[src/rtl/regfile_branch_unit_if.sv]
// Decode-side bundle for the integer register file and branch comparator.
// The writeback/decode logic drives it as master; the register file is the slave.
interface regfile_branch_unit_if #(
   parameter int XLEN    = 32,
   parameter int ADDR_W  = 5,
   parameter int BR_OP_W = 3
);
   logic [ADDR_W-1:0]  rs1_addr;
   logic [ADDR_W-1:0]  rs2_addr;
   logic [XLEN-1:0]    rs1_data;
   logic [XLEN-1:0]    rs2_data;
   logic [ADDR_W-1:0]  rd_addr;
   logic [XLEN-1:0]    rd_data;
   logic               reg_write_en;
   logic [BR_OP_W-1:0] br_op;
   logic               br_true;

   modport master (
      output rs1_addr, rs2_addr, rd_addr, rd_data, reg_write_en, br_op,
      input  rs1_data, rs2_data, br_true
   );

   modport slave (
      input  rs1_addr, rs2_addr, rd_addr, rd_data, reg_write_en, br_op,
      output rs1_data, rs2_data, br_true
   );
endinterface

[src/rtl/regfile_branch_unit.sv]
// RV32I integer register file (2 combinational reads, 1 synchronous write with
// write-first bypass) and the branch condition comparator on the read values.
module regfile_branch_unit #(
   parameter int XLEN    = 32,
   parameter int NREGS   = 32,
   parameter int ADDR_W  = 5,
   parameter int BR_OP_W = 3
) (
   input logic                 clk,
   input logic                 rst_n,
   regfile_branch_unit_if.slave bus
);

   localparam logic [BR_OP_W-1:0] OP_BEQ  = BR_OP_W'(3'b000);
   localparam logic [BR_OP_W-1:0] OP_BNE  = BR_OP_W'(3'b001);
   localparam logic [BR_OP_W-1:0] OP_BLT  = BR_OP_W'(3'b100);
   localparam logic [BR_OP_W-1:0] OP_BGE  = BR_OP_W'(3'b101);
   localparam logic [BR_OP_W-1:0] OP_BLTU = BR_OP_W'(3'b110);
   localparam logic [BR_OP_W-1:0] OP_BGEU = BR_OP_W'(3'b111);

   logic [XLEN-1:0] regs [NREGS];
   logic [XLEN-1:0] rs1_stored;
   logic [XLEN-1:0] rs2_stored;
   logic            bypass_ok;
   logic            wr_fire;

   // x0 is a hardwired zero; addresses beyond NREGS read as zero.
   function automatic logic [XLEN-1:0] port_value(
      input logic [ADDR_W-1:0] addr,
      input logic [XLEN-1:0]   stored,
      input logic              bypass,
      input logic [ADDR_W-1:0] waddr,
      input logic [XLEN-1:0]   wdata
   );
      logic [XLEN-1:0] value;
      if (addr == '0)
         value = '0;
      else if (bypass && (waddr == addr))
         value = wdata;
      else
         value = stored;
      return value;
   endfunction

   function automatic logic branch_eval(
      input logic [BR_OP_W-1:0] op,
      input logic [XLEN-1:0]    a,
      input logic [XLEN-1:0]    b
   );
      logic signed [XLEN-1:0] sa;
      logic signed [XLEN-1:0] sb;
      logic                   taken;
      sa = a;
      sb = b;
      case (op)
         OP_BEQ:  taken = (a == b);
         OP_BNE:  taken = (a != b);
         OP_BLT:  taken = (sa < sb);
         OP_BGE:  taken = (sa >= sb);
         OP_BLTU: taken = (a < b);
         OP_BGEU: taken = (a >= b);
         default: taken = 1'b0;
      endcase
      return taken;
   endfunction

   assign bypass_ok = rst_n && bus.reg_write_en;
   assign wr_fire   = bus.reg_write_en && (bus.rd_addr != '0) &&
                      (int'(bus.rd_addr) < NREGS);

   always_comb begin
      rs1_stored = '0;
      if (int'(bus.rs1_addr) < NREGS)
         rs1_stored = regs[bus.rs1_addr];
   end

   always_comb begin
      rs2_stored = '0;
      if (int'(bus.rs2_addr) < NREGS)
         rs2_stored = regs[bus.rs2_addr];
   end

   assign bus.rs1_data = port_value(bus.rs1_addr, rs1_stored, bypass_ok,
                                    bus.rd_addr, bus.rd_data);
   assign bus.rs2_data = port_value(bus.rs2_addr, rs2_stored, bypass_ok,
                                    bus.rd_addr, bus.rd_data);

   // Compare on post-bypass operands so decode resolves against fresh values.
   assign bus.br_true = branch_eval(bus.br_op, bus.rs1_data, bus.rs2_data);

   always_ff @(posedge clk) begin
      if (!rst_n) begin
         for (int i = 0; i < NREGS; i++)
            regs[i] <= '0;
      end else if (wr_fire) begin
         regs[bus.rd_addr] <= bus.rd_data;
      end
   end

endmodule

[src/flat_wrapper.sv]
// flat-port wrapper written by rule: the top's interface ports become plain ports
module regfile_branch_unit_flat 
#(
   parameter int XLEN    = 32,
   parameter int NREGS   = 32,
   parameter int ADDR_W  = 5,
   parameter int BR_OP_W = 3
)
  (clk, rst_n, bus_rs1_addr, bus_rs2_addr, bus_rd_addr, bus_rd_data, bus_reg_write_en, bus_br_op, bus_rs1_data, bus_rs2_data, bus_br_true);
  regfile_branch_unit_if #(.XLEN(XLEN), .ADDR_W(ADDR_W), .BR_OP_W(BR_OP_W)) bus_i ();
  input logic clk;
  input logic rst_n;
  input wire logic [$bits(bus_i.rs1_addr)-1:0] bus_rs1_addr;
  input wire logic [$bits(bus_i.rs2_addr)-1:0] bus_rs2_addr;
  input wire logic [$bits(bus_i.rd_addr)-1:0] bus_rd_addr;
  input wire logic [$bits(bus_i.rd_data)-1:0] bus_rd_data;
  input wire logic [$bits(bus_i.reg_write_en)-1:0] bus_reg_write_en;
  input wire logic [$bits(bus_i.br_op)-1:0] bus_br_op;
  output wire logic [$bits(bus_i.rs1_data)-1:0] bus_rs1_data;
  output wire logic [$bits(bus_i.rs2_data)-1:0] bus_rs2_data;
  output wire logic [$bits(bus_i.br_true)-1:0] bus_br_true;
  assign bus_i.rs1_addr = bus_rs1_addr;
  assign bus_i.rs2_addr = bus_rs2_addr;
  assign bus_i.rd_addr = bus_rd_addr;
  assign bus_i.rd_data = bus_rd_data;
  assign bus_i.reg_write_en = bus_reg_write_en;
  assign bus_i.br_op = bus_br_op;
  assign bus_rs1_data = bus_i.rs1_data;
  assign bus_rs2_data = bus_i.rs2_data;
  assign bus_br_true = bus_i.br_true;
  regfile_branch_unit #(.XLEN(XLEN), .NREGS(NREGS), .ADDR_W(ADDR_W), .BR_OP_W(BR_OP_W)) u_core (.clk(clk), .rst_n(rst_n), .bus(bus_i));
endmodule
[config.mk]
export PLATFORM = sky130hd
export DESIGN_NAME = regfile_branch_unit_flat
export DESIGN_NICKNAME = d
export VERILOG_FILES = /design/src/rtl/regfile_branch_unit_if.sv /design/src/rtl/regfile_branch_unit.sv /design/src/flat_wrapper.sv
export SDC_FILE = /design/constraint.sdc
export NUM_CORES = 2
export LEC_CHECK = 0
export BUFFER_PORTS_ARGS = -buffer_cell sky130_fd_sc_hd__buf_2
export CAP_MARGIN = 5
export CORE_MARGIN = 4
export CORE_UTILIZATION = 50
export DETAILED_ROUTE_END_ITERATION = 16
export PLACE_DENSITY = 0.68
export SYNTH_ARGS = -nofsm -noshare
export SYNTH_HDL_FRONTEND = slang
export SYNTH_SLANG_ARGS = --single-unit
[constraint.sdc]
create_clock -name clk -period 4.2 [get_ports clk]
set_input_delay 0.21 -clock clk [delete_from_list [all_inputs] [get_ports clk]]
set_output_delay 0.21 -clock clk [all_outputs]
set_load 0.01 [all_outputs]
==> results.toml <==
[outcome]
status = "finished with violations"
violations = "setup timing"

[cells_and_area]
n_fill_cell = 8434
top_regs = "u_core.regs: 1024 flops"
layout-drive-gt1-share = 0.3399
fin_nets = 4118
largest-register = "u_core.regs"
area_growth_pct = 17.74
largest_reg_flops = 1024
final_core_util = 0.5959

[routing]
routed_via_density = 6.917
drtIter0Drc = 6893
drcViolationCount = 0
wl_per_cell_um = 37.47
ant_nets = 0
drt_pass1_iterations = 6
vias = 38950
wirelength_um = 211100

[synth]
synth_top_cell_area_share = 0.5467
ys_warn_count = 0
synth_seq_area_share = 0.5467
synth_seq_cells = 1024
synth_compound_area_frac = 0.02999
synth_top_family_by_area = "multiplexers"
synth-simple-area-share = 0.1278
synth_cells = 3697
synth-edff-count = 1024
avgSynthCellArea_um2 = 15.21
synthDistinctLibCells = 46
syn_area_um2 = 56250
synth.mux.area_fraction = 0.2546
synth_top_area_cell = "edfxtp_1"
ys_top_cells_by_area = "edfxtp_1, mux4_2, and2_1"
synth_xor_area_frac = 0.001557
synthAdderAreaFrac = 0.007118
async_reset_ff_frac = 0
synth_flop_cell = "edfxtp_1"

[sta]
clock.fmax_mhz = 200.7
whs_ns = 0.04928
rsz0062_at_grt = "true"
setup_ws_ns = -0.7837
hold_viol = 0
slew_headroom = 0.1628
tightest_slew_ns = 1.251
setup_viol = 1
min_period_over_period = 1.187
final.setup.tns_ns = -0.7837
fin_crit_ns = 4.984
finalMaxSlewViolations = 0

[floorplan]
die_w_um = 343.4
die_h_um = 343.4
start_util = 0.5061
ios = 118
die_area_um2 = 117900
placementRows = 122
core_um2 = 111100

[run]
maxCapViolations = 0

[worst_setup_path]
path_class = "reg2out"
worstPathMaxFanout = 2
startpoint = "u_core.regs[23][12]$_SDFFCE_PN0P_"
required_ns = 3.99
end_kind = "primary output"
crit_end = "bus_br_true"
critPathLaunchType = "flop"
cp.arrival_ns = 4.77

[clock_network]
cts.root.buffer_cell = "clkbuf_16"
path_clk_slew_ns = 0.06
htreeDepth = 3
cts_tree = "done"
cts_buffers = 108
clockBufferDepth = 3
clock_sinks = 1024

[global_route]
grt_pass1_wl_um = 290800
grt_pass1_vias = 38440
antenna_found_initial = 31
grt_usage = 0.3563
overflow = 0
grt_max_degree = 34

[placed_design]
io_buffers = 117
gp_congestion = 0.9350
dp_hpwl_um = 128300
pre_cts_ws_ns = -0.4275

[power_and_ir_drop]
ir_worst_vdd_v = 0.0003378
netSwitchingPower_mw = 6.786
swShare = 0.2592
seqPwrFrac = 0.463
clkPwrFrac = 0.374
pwr-share-comb = 0.163
internal_power_mw = 19.39
power.total_mw = 26.18
power.density_nw_per_um2 = 395.3
p_leak_nw = 23.79

[min_path]
holdCritPathClass = "in2reg"
==> timing repair <==
| item | CTS | global route |
|---|---|---|
| cloned | 0 | 0 |
| pin swaps | 8 | 5 |
| setup endpoints to repair | 1 | 1 |
| gates resized for setup | 12 | 8 |
| hold buffers | 3 | 0 |
| buffers inserted | 4 | 0 |
| endpoints found under the hold margin | 10 | 0 |
==> worst min-delay path by stage <==
stage / slack (ns) / depth (start not counted) / start / endpoint
6_report: 0.05 / 2 / bus_rd_data[4] / u_core.regs[26][4]$_SDFFCE_PN0P_
5_1_grt: 0.05 / 2 / bus_rd_data[4] / u_core.regs[26][4]$_SDFFCE_PN0P_
4_1_cts: 0.02 / 2 / bus_rd_data[4] / u_core.regs[12][4]$_SDFFCE_PN0P_
3_5_place_dp: 0.60 / 2 / bus_rd_data[9] / u_core.regs[16][9]$_SDFFCE_PN0P_
3_3_place_gp: 0.59 / 2 / bus_rd_data[9] / u_core.regs[16][9]$_SDFFCE_PN0P_
2_1_floorplan: 0.41 / 1 / bus_rd_data[31] / u_core.regs[1][31]$_SDFFCE_PN0P_
==> routing by layer <==
metal | up-vias | part of all wire | GRT usage
met4 | 6 | 0.051 | 0.1589
met2 | 3563 | 0.43 | 0.5126
met3 | 690 | 0.17 | 0.1375
met1 | 19770 | 0.35 | 0.4842
li1 | 14930 | - | -
met5 | - | 0.00019 | 0.003268
==> final cells by class <==
class	instances	area, µm²	share of cell area
clock inverters	61	698.2	0.01054
flip-flops and latches	1024	30750	0.4643
diodes	25	62.56	0.0009447
repair buffers	590	5410	0.08169
multi-input cells	2295	24540	0.3706
inverters	14	52.55	0.0007935
well taps	1488	1862	0.02811
clock buffers	135	2846	0.04298
==> power groups by stage <==
stage               logic, mW  registers (mW)  clock network, mW
floorplan                2.24            12.2                  0
global placement         4.05            12.3                  0
detailed placement       4.08            12.3                  0
CTS                      4.12            12.1               9.82
global route             4.39            12.2               10.2
finish                   4.26            12.1               9.80
==> worst max-delay path: stages (launching register included) <==
cell      delay, ns
edfxtp_1       0.40
mux4_2         0.49
mux2_4         0.29
a221oi_2       0.24
a21oi_2        0.07
mux2i_1        0.19
buf_4          0.17
nor2_4         0.05
ha_4           0.26
nand4_1        0.31
buf_4          0.28
nor4_4         0.12
buf_4          0.16
inv_1          0.04
o221a_4        0.29
o2111a_1       0.25
a311oi_2       0.27
buf_2          0.19
==> cell usage in the layout, fill, tap and decap left out, drive strengths merged, types with 34 or more instances in the layout <==
master / netlist / final
and2: 996 / 996
o22ai: 34 / 34
a21oi: 45 / 45
buf: 116 / 586
o21ai: 79 / 79
nand2: 44 / 44
clkinv: 0 / 38
mux2: 39 / 39
mux2i: 190 / 190
mux4: 532 / 532
clkbuf: 279 / 136
nor2: 82 / 82
edfxtp: 1024 / 1024
==> metrics by stage <==
stage                     area (µm²)  cells
after global routing           66180   5613
after floorplan                56360   3728
final                          66220   5632
after detailed placement       62440   5404
after CTS                      66110   5607
after global placement         62440   5404
==> cells in the mapped netlist, drive strengths merged, types with 15 or more instances <==
| cell type | instances |
|---|---|
| buf | 116 |
| mux2i | 190 |
| a21oi | 45 |
| o21ai | 79 |
| nor2 | 82 |
| nand2 | 44 |
| o221ai | 15 |
| o211ai | 29 |
| clkbuf | 279 |
| a211oi | 16 |
| mux4 | 532 |
| o22ai | 34 |
| edfxtp | 1024 |
| nand2b | 15 |
| or2 | 26 |
| a221oi | 24 |
| mux2 | 39 |
| ha | 32 |
| and2 | 996 |
==> cells by family after synthesis <==
| logic type | Yosys count |
|---|---|
| multiplexers | 761 |
| other | 1 |
| XOR/XNOR | 10 |
| AND/OR/NAND/NOR | 1198 |
| buffers and inverters | 409 |
| flip-flops | 1024 |
| adder cells (fa/ha/maj) | 32 |
| AO/OA/AOI/OAI | 262 |
(Power assumes the default switching activity.)
